## src/rtl/irq_ctrl_if.sv

```systemverilog
// Wishbone register-bus bundle for the interrupt controller.
interface wb_bus_t;
    logic        wb_cyc;
    logic        wb_stb;
    logic        wb_we;
    logic [3:0]  wb_sel;
    logic [31:0] wb_adr;
    logic [31:0] wb_dat_ms;
    logic [31:0] wb_dat_sm;
    logic        wb_ack;
    logic        wb_err;

    modport master (
        output wb_cyc, wb_stb, wb_we, wb_sel, wb_adr, wb_dat_ms,
        input  wb_dat_sm, wb_ack, wb_err
    );

    modport slave (
        input  wb_cyc, wb_stb, wb_we, wb_sel, wb_adr, wb_dat_ms,
        output wb_dat_sm, wb_ack, wb_err
    );
endinterface

```

## src/rtl/irq_ctrl.sv

```systemverilog
// Interrupt controller: sticky pending capture, per-source enable, lowest-index priority, Wishbone regs.
// Optional IRQ_CTRL_SYNC_EN adds a 2-flop synchroniser in front of source capture.
module irq_ctrl #(
    parameter int unsigned NUM_SRC = 8
) (
    input  logic               clk,
    input  logic               rst_i,
    input  logic [NUM_SRC-1:0] irq_src_i,
    output logic               irq_o,
    output logic [5:0]         irq_id_o,
    wb_bus_t.slave             wb_bus
);

    localparam int unsigned ID_W    = 6;
    localparam int unsigned DAT_W   = 32;
    localparam logic [31:0] ADR_TOP = 32'hC;

    localparam logic [1:0] REG_PENDING = 2'd0;
    localparam logic [1:0] REG_ENABLE  = 2'd1;
    localparam logic [1:0] REG_EDGE    = 2'd2;
    localparam logic [1:0] REG_CLAIM   = 2'd3;

    logic [NUM_SRC-1:0] pending;
    logic [NUM_SRC-1:0] enable;
    logic [NUM_SRC-1:0] edge_mode;
    logic [NUM_SRC-1:0] prev;
    logic [NUM_SRC-1:0] src;
    logic [NUM_SRC-1:0] set_vec;
    logic [NUM_SRC-1:0] clr_vec;
    logic [NUM_SRC-1:0] masked;
    logic [NUM_SRC-1:0] claim_vec;
    logic [NUM_SRC-1:0] wdata;
    logic [NUM_SRC-1:0] wmask;
    logic [DAT_W-1:0]   rdata;
    logic [1:0]         reg_sel;
    logic               req;
    logic               adr_ok;
    logic               wr;
    logic               rd;

    function automatic logic [DAT_W-1:0] lane_mask(input logic [3:0] sel);
        logic [DAT_W-1:0] m;
        for (int b = 0; b < 4; b++) begin
            m[b*8 +: 8] = {8{sel[b]}};
        end
        return m;
    endfunction

`ifdef IRQ_CTRL_SYNC_EN
    logic [NUM_SRC-1:0] sync_q1;
    logic [NUM_SRC-1:0] sync_q2;

    // Two-stage synchroniser for asynchronous peripheral lines
    always_ff @(posedge clk) begin
        if (rst_i) begin
            sync_q1 <= '0;
            sync_q2 <= '0;
        end else begin
            sync_q1 <= irq_src_i;
            sync_q2 <= sync_q1;
        end
    end

    assign src = sync_q2;
`else
    assign src = irq_src_i;
`endif

    assign req     = wb_bus.wb_cyc & wb_bus.wb_stb & ~wb_bus.wb_ack;
    assign adr_ok  = (wb_bus.wb_adr <= ADR_TOP);
    assign reg_sel = wb_bus.wb_adr[3:2];
    assign wr      = req & adr_ok & wb_bus.wb_we;
    assign rd      = req & adr_ok & ~wb_bus.wb_we;
    assign wmask   = NUM_SRC'(lane_mask(wb_bus.wb_sel));
    assign wdata   = NUM_SRC'(wb_bus.wb_dat_ms & lane_mask(wb_bus.wb_sel));

    // Edge-mode sources only capture on a 0->1 transition
    assign set_vec = src & ~(edge_mode & prev);
    assign masked  = pending & enable;
    assign irq_o   = |masked;

    // Lowest index wins: scanning downward leaves the lowest hit last
    always_comb begin
        irq_id_o  = '0;
        claim_vec = '0;
        for (int i = int'(NUM_SRC) - 1; i >= 0; i--) begin
            if (masked[i]) begin
                irq_id_o     = ID_W'(i + 1);
                claim_vec    = '0;
                claim_vec[i] = 1'b1;
            end
        end
    end

    always_comb begin
        clr_vec = '0;
        if (wr && (reg_sel == REG_PENDING)) begin
            clr_vec = wdata;
        end
        if (rd && (reg_sel == REG_CLAIM)) begin
            clr_vec = claim_vec;
        end
    end

    always_comb begin
        rdata = '0;
        case (reg_sel)
            REG_PENDING: rdata = DAT_W'(pending);
            REG_ENABLE:  rdata = DAT_W'(enable);
            REG_EDGE:    rdata = DAT_W'(edge_mode);
            REG_CLAIM:   rdata = DAT_W'(irq_id_o);
            default:     rdata = '0;
        endcase
    end

    // Set is OR-ed after clear so a concurrent set always wins
    always_ff @(posedge clk) begin
        if (rst_i) begin
            pending          <= '0;
            enable           <= '0;
            edge_mode        <= '0;
            prev             <= '0;
            wb_bus.wb_ack    <= 1'b0;
            wb_bus.wb_err    <= 1'b0;
            wb_bus.wb_dat_sm <= '0;
        end else begin
            prev    <= src;
            pending <= (pending & ~clr_vec) | set_vec;
            if (wr && (reg_sel == REG_ENABLE)) begin
                enable <= (enable & ~wmask) | wdata;
            end
            if (wr && (reg_sel == REG_EDGE)) begin
                edge_mode <= (edge_mode & ~wmask) | wdata;
            end
            wb_bus.wb_ack    <= req;
            wb_bus.wb_err    <= req & ~adr_ok;
            wb_bus.wb_dat_sm <= rd ? rdata : '0;
        end
    end

endmodule

```

## src/flat_wrapper.sv

```systemverilog
// flat-port wrapper written by rule: the top's interface ports become plain ports
module irq_ctrl_flat 
#(
    parameter int unsigned NUM_SRC = 8
)
  (clk, rst_i, irq_src_i, irq_o, irq_id_o, wb_bus_wb_cyc, wb_bus_wb_stb, wb_bus_wb_we, wb_bus_wb_sel, wb_bus_wb_adr, wb_bus_wb_dat_ms, wb_bus_wb_dat_sm, wb_bus_wb_ack, wb_bus_wb_err);
  wb_bus_t wb_bus_i ();
  input  logic clk;
  input  logic rst_i;
  input  logic [NUM_SRC-1:0] irq_src_i;
  output logic irq_o;
  output logic [5:0] irq_id_o;
  input wire logic [$bits(wb_bus_i.wb_cyc)-1:0] wb_bus_wb_cyc;
  input wire logic [$bits(wb_bus_i.wb_stb)-1:0] wb_bus_wb_stb;
  input wire logic [$bits(wb_bus_i.wb_we)-1:0] wb_bus_wb_we;
  input wire logic [$bits(wb_bus_i.wb_sel)-1:0] wb_bus_wb_sel;
  input wire logic [$bits(wb_bus_i.wb_adr)-1:0] wb_bus_wb_adr;
  input wire logic [$bits(wb_bus_i.wb_dat_ms)-1:0] wb_bus_wb_dat_ms;
  output wire logic [$bits(wb_bus_i.wb_dat_sm)-1:0] wb_bus_wb_dat_sm;
  output wire logic [$bits(wb_bus_i.wb_ack)-1:0] wb_bus_wb_ack;
  output wire logic [$bits(wb_bus_i.wb_err)-1:0] wb_bus_wb_err;
  assign wb_bus_i.wb_cyc = wb_bus_wb_cyc;
  assign wb_bus_i.wb_stb = wb_bus_wb_stb;
  assign wb_bus_i.wb_we = wb_bus_wb_we;
  assign wb_bus_i.wb_sel = wb_bus_wb_sel;
  assign wb_bus_i.wb_adr = wb_bus_wb_adr;
  assign wb_bus_i.wb_dat_ms = wb_bus_wb_dat_ms;
  assign wb_bus_wb_dat_sm = wb_bus_i.wb_dat_sm;
  assign wb_bus_wb_ack = wb_bus_i.wb_ack;
  assign wb_bus_wb_err = wb_bus_i.wb_err;
  irq_ctrl #(.NUM_SRC(NUM_SRC)) u_core (.clk(clk), .rst_i(rst_i), .irq_src_i(irq_src_i), .irq_o(irq_o), .irq_id_o(irq_id_o), .wb_bus(wb_bus_i));
endmodule
```

## config.mk

```make
export PLATFORM = sky130hd
export DESIGN_NAME = irq_ctrl_flat
export DESIGN_NICKNAME = d
export VERILOG_FILES = /design/src/rtl/irq_ctrl_if.sv /design/src/rtl/irq_ctrl.sv /design/src/flat_wrapper.sv
export SDC_FILE = /design/constraint.sdc
export NUM_CORES = 1
export LEC_CHECK = 0
export CORE_ASPECT_RATIO = 0.7
export CORE_MARGIN = 1.5
export CORE_UTILIZATION = 42
export DETAILED_ROUTE_END_ITERATION = 16
export MAX_ROUTING_LAYER = met4
export PLACE_DENSITY = 0.86
export SYNTH_ARGS = -nofsm -noshare
export SYNTH_HDL_FRONTEND = slang
export SYNTH_SLANG_ARGS = --single-unit
```

## constraint.sdc

```tcl
create_clock -name clk -period 4 [get_ports clk]
set_input_delay 0.6 -clock clk [delete_from_list [all_inputs] [get_ports clk]]
set_output_delay 0.6 -clock clk [all_outputs]
set_load 0.01 [all_outputs]
```

# Yosys cells after proc, flatten, opt, wreduce, memory -nomap -nowiden
# Cells that the tools add are included.
word_totals:
  regBits: 66
  output_inout_bits: 41
  word_cells: 60
op_classes:
  n_lt_le_gt_ge: 1
  n_eq_ne: 3
  n_mux: 19
  bitwise: 23
  n_reduce_logical: 7
op_table:
  columns: ["cell", "n"]
  rows:
  - ["32-bit case mux with 4 select lines", 1]
  - ["8-bit 2-to-1 mux", 10]
  - ["8-bit bitwise AND", 7]
  - ["32-bit by 4-bit less-or-equal comparator with 1-bit output, second input constant", 1]
  - ["4-bit 2-to-1 mux", 8]
  - ["8-bit inverter", 3]
  - ["8-bit bitwise OR", 3]
  - ["8-bit OR reduction", 1]
  - ["1-bit bitwise AND", 6]
  - ["2-bit == test, second input constant", 2]
  - ["1-bit logical AND", 4]
  - ["1-bit inverter", 4]
  - ["2-bit by 1-bit == test with 1-bit output, second input constant", 1]
  - ["2-bit zero test", 1]
  - ["2-bit OR reduction", 1]

# Depth between registers and ports, before layout
depth:
  ltp_word: 13
  ltp_mapped: 6

# Worst setup path after synthesis
# Ideal clock, no wire load.
synth_timing:
  kind: "input to register"
  startpoint: "in wb_bus_wb_adr[16]"
  endpoint: "reg (tool-made name)"
  setup_time_ns: 0.128
  t_arrival_ns: 1.987
  required_ns: 3.872
  setup_slack_ns: 1.885
  path_stages: 5
  n_path_buf: 0
  cell_sequence: "nor4_2 -> nand4_2 -> nor4_4 -> mux2i_1 -> nor2_1"
synth_rtl:
  columns: ["item", "line_no", "text"]
  rows:
  - ["from (decl)", "flat_wrapper.sv:17", "input wire logic [$bits(wb_bus_i.wb_adr)-1:0] wb_bus_wb_adr;"]

# Worst setup path in the final report
layout_timing:
  startpoint: "reg u_core.pending[2]"
  endpoint: "out irq_id_o[3]"
layout_between:
  elab_chain_cells: 4
layout_lines:
  columns: ["item", "line_no", "text"]
  rows:
  - ["from (decl)", "irq_ctrl.sv:23", "logic [NUM_SRC-1:0] pending;"]
  - ["from (signal assigned)", "irq_ctrl.sv:128", "pending <= (pending & ~clr_vec) | set_vec;"]
  - ["8-bit bitwise AND", "irq_ctrl.sv:79", "assign masked = pending & enable;"]
  - ["4-bit 2-to-1 mux (3 in a row)", "irq_ctrl.sv:87", "if (masked[i]) begin"]
  - ["to (decl)", "flat_wrapper.sv:12", "output logic [5:0] irq_id_o;"]
# Every way passes these cells.

==> impl_metrics.env <==
export IMPL_diodes=0
export IMPL_critPathArrivalTime_ns=2.53
export IMPL_setup_tns_ns=0
export IMPL_remaining_drc_errors=0
export IMPL_final_cell_count_no_fill=379
export IMPL_clockRootBuffer="sky130_fd_sc_hd__clkbuf_8"
export IMPL_buffer_ports_inserted=68
export IMPL_synthesis_area_um2=2210
export IMPL_post_route_period_util_pct=78.3
export IMPL_hp_class="flip-flop to flip-flop"
export IMPL_worst_setup_path_type="flip-flop to primary output"
export IMPL_fmaxAchievable_ghz=0.319
export IMPL_via_count_of_the_first_global_routing_pass=1765
export IMPL_crit_required_ns=3.40
export IMPL_synthTopCellsByArea="sky130_fd_sc_hd__dfxtp_1 (38%), sky130_fd_sc_hd__mux2i_1 (9.0%), sky130_fd_sc_hd__buf_4 (8.8%)"
export IMPL_crit_path_end_kind="primary output"
export IMPL_totalPowerFinal_uw=840
export IMPL_cts_repair_timing_setup_buffer_count=0
export IMPL_synth_top_area_share_pct=38.0
export IMPL_skew_ns=0.00403
export IMPL_routed_wl_mm=5.62
export IMPL_multi_input_comb_area_um2=1240
export IMPL_peak_fanout_along_the_critical_path=6
export IMPL_cts_clk_slew_worst_paths_ns=0.08
export IMPL_chip_height_um=63.7
export IMPL_smallest_setup_slack_after_layout_ns=0.867
export IMPL_die_area_um2=5720
export IMPL_synth_cells=235
export IMPL_pin_count_of_the_biggest_net_entering_global_routing=36
export IMPL_outcome="finished, final reports clean"
export IMPL_p_leak_nw=1.10
export IMPL_cts_htree_levels=2
export IMPL_drt_pass1_iter_count=4
export IMPL_wl_per_cell_um=14.8
export IMPL_finalInstanceArea_um2=3000
export IMPL_core_occupancy_in_the_finished_layout_pct=61.0
export IMPL_worstMarginPinSlew_ns=0.847
export IMPL_netlist_cell_type_count=42
export IMPL_post_synth_top_count_cell="sky130_fd_sc_hd__dfxtp_1"
export IMPL_synth_common_cells="sky130_fd_sc_hd__dfxtp_1 (42), sky130_fd_sc_hd__nor2_1 (30), sky130_fd_sc_hd__buf_4 (26)"
export IMPL_detail_route_vias_per_cell=5.03
export IMPL_cell_type_contributing_the_most_total_cell_area_after_synthesis="sky130_fd_sc_hd__dfxtp_1"
export IMPL_gpl_final_weighted_congestion=0.868
export IMPL_final_layout_size_suffix_gt1_share_pct=10.6
export IMPL_routed_via_count=1907
export IMPL_core_area_um2=4910
export IMPL_dpl_instance_area_um2=2900
export IMPL_clock_insertion_delay_worst_skew_ns=0.29
export IMPL_synth_enable_flop_cells=0
export IMPL_n_fill_cell=418
export IMPL_yosys_most_used_dff="sky130_fd_sc_hd__dfxtp_1"
export IMPL_rsz_0062_raised_after_global_routing="false"
export IMPL_place_inst=371
export IMPL_part_of_the_power_in_the_clock_network_pct=33.0
export IMPL_site_rows=21
export IMPL_grt_overflow=0
export IMPL_worst_ir_drop_on_vdd_uv=173
export IMPL_postCtsResizedCells=0
export IMPL_place_worst_setup_slack_ns=1.08
export IMPL_area_growth_pct=35.4
export IMPL_timing_final_max_slew_violations=0
export IMPL_total_switching_power_uw=202
export IMPL_post_cts_hold_buffer_count=0
export IMPL_max_slew_margin_rel_pct=43.1
export IMPL_synth_yosys_seq_area_share_pct=38.0
export IMPL_seq_area_um2=841
export IMPL_power_share_combinational_pct=14.7
export IMPL_dpl_hpwl_mm=4.14
export IMPL_track_usage_pct=20.8
export IMPL_worst_setup_path_start_kind="flip-flop"
export IMPL_setup_viol=0
export IMPL_total_cts_buffers=5
export IMPL_finalHoldWorstSlack_ns=0.474
export IMPL_pint_uw=638
export IMPL_cts_tree="done"
export IMPL_synthesis_area_per_instance_um2=9.41
export IMPL_grt_pass1_wl_mm=8.98
export IMPL_chipWidth_um=89.7
export IMPL_grt_antenna_before_repair=0
export IMPL_clock_path_buffers=2
export IMPL_timing_max_cap_violations=0
export IMPL_number_of_flip_flops_and_latches_in_the_synthesized_netlist=42
export IMPL_ports_placed_on_the_boundary=122
export IMPL_start_util_pct=45.0
export IMPL_detailedRoute_firstIterationViolations=170
export IMPL_switching_share_pct=24.0
export IMPL_final_min_clock_period_ns=3.13
export IMPL_hold_viol_final=0
export IMPL_proportion_of_synthesized_flip_flops_having_asynchronous_set_or_reset_pct=0
export IMPL_power_per_cell_area_nw_per_um2=280
export IMPL_sequentialPowerShare_pct=52.4
export IMPL_synth_warn=0
export IMPL_route_antenna_remaining_nets=0
export IMPL_clock_sinks=42
export IMPL_finalNetCount=390
## metal layers
metal | global-route usage (%) | up-vias | wire [um]
li1 | - | 927 | -
met1 | 25.8 | 879 | 2340
met2 | 33.4 | 99 | 2730
met3 | 6.04 | 2 | 532
met4 | 4.96 | 0 | 17
met5 | - | - | 0
## critical path, cell delays in order (launching register included)
cell,delay [ns]
sky130_fd_sc_hd__dfxtp_1,0.36
sky130_fd_sc_hd__a222oi_1,0.74
sky130_fd_sc_hd__nand2_1,0.22
sky130_fd_sc_hd__nor3_2,0.33
sky130_fd_sc_hd__clkdlybuf4s50_1,0.59
## placed cells by master (no fill, tap or decap), drive strengths merged, types with 3 or more instances in the layout
| master | count |
|---|---|
| dfxtp | 42 |
| nor2b | 12 |
| inv | 4 |
| a22o | 4 |
| clkdlybuf4s50 | 68 |
| a311oi | 3 |
| nand4 | 5 |
| nand2 | 24 |
| nand3 | 3 |
| mux4 | 3 |
| nor4 | 8 |
| buf | 6 |
| nor2 | 30 |
| nor3 | 3 |
| and3 | 4 |
| mux2i | 20 |
| conb | 26 |
| nand2b | 3 |
| a21oi | 9 |
| clkbuf | 7 |
## cell type report
class / count / share of cell area (%)
Sequential cell: 42 / 28.1
Clock inverter: 1 / 0.167
Clock buffer: 7 / 2.88
Inverter: 4 / 0.501
Timing Repair Buffer: 74 / 24.2
Multi-Input combinational cell: 182 / 41.3
Tap cell: 69 / 2.88
## power by group through the flow
stage | Combinational [mW] | Sequential (mW) | Clock (mW)
finish | 0.123 | 0.440 | 0.277
detailed placement | 0.122 | 0.448 | 0
global placement | 0.118 | 0.448 | 0
global route | 0.132 | 0.441 | 0.300
CTS | 0.123 | 0.439 | 0.281
floorplan | 0.0675 | 0.446 | 0
## kinds of logic after synthesis
family,count (synthesis),share of synthesized area (%)
buffers and inverters,36,10.6
flip-flops,42,38.0
AND/OR/NAND/NOR,100,27.3
other,1,0.170
multiplexers,23,12.1
AO/OA/AOI/OAI,33,11.8
## final timing paths
check | from | end | slack, ns | cells past startpoint
max | u_core.pending[2]$_SDFF_PP0_ | irq_id_o[3] | 0.87 | 4
min | u_core.prev[7]$_SDFF_PP0_ | u_core.pending[7]$_SDFF_PP0_ | 0.47 | 2
max reg2reg | u_core.pending[2]$_SDFF_PP0_ | u_core.wb_bus.wb_dat_sm[3]$_SDFF_PP0_ | 1.82 | 5
min reg2reg | u_core.prev[7]$_SDFF_PP0_ | u_core.pending[7]$_SDFF_PP0_ | 0.47 | 2
Note: power is estimated with default switching activity, not from simulation.
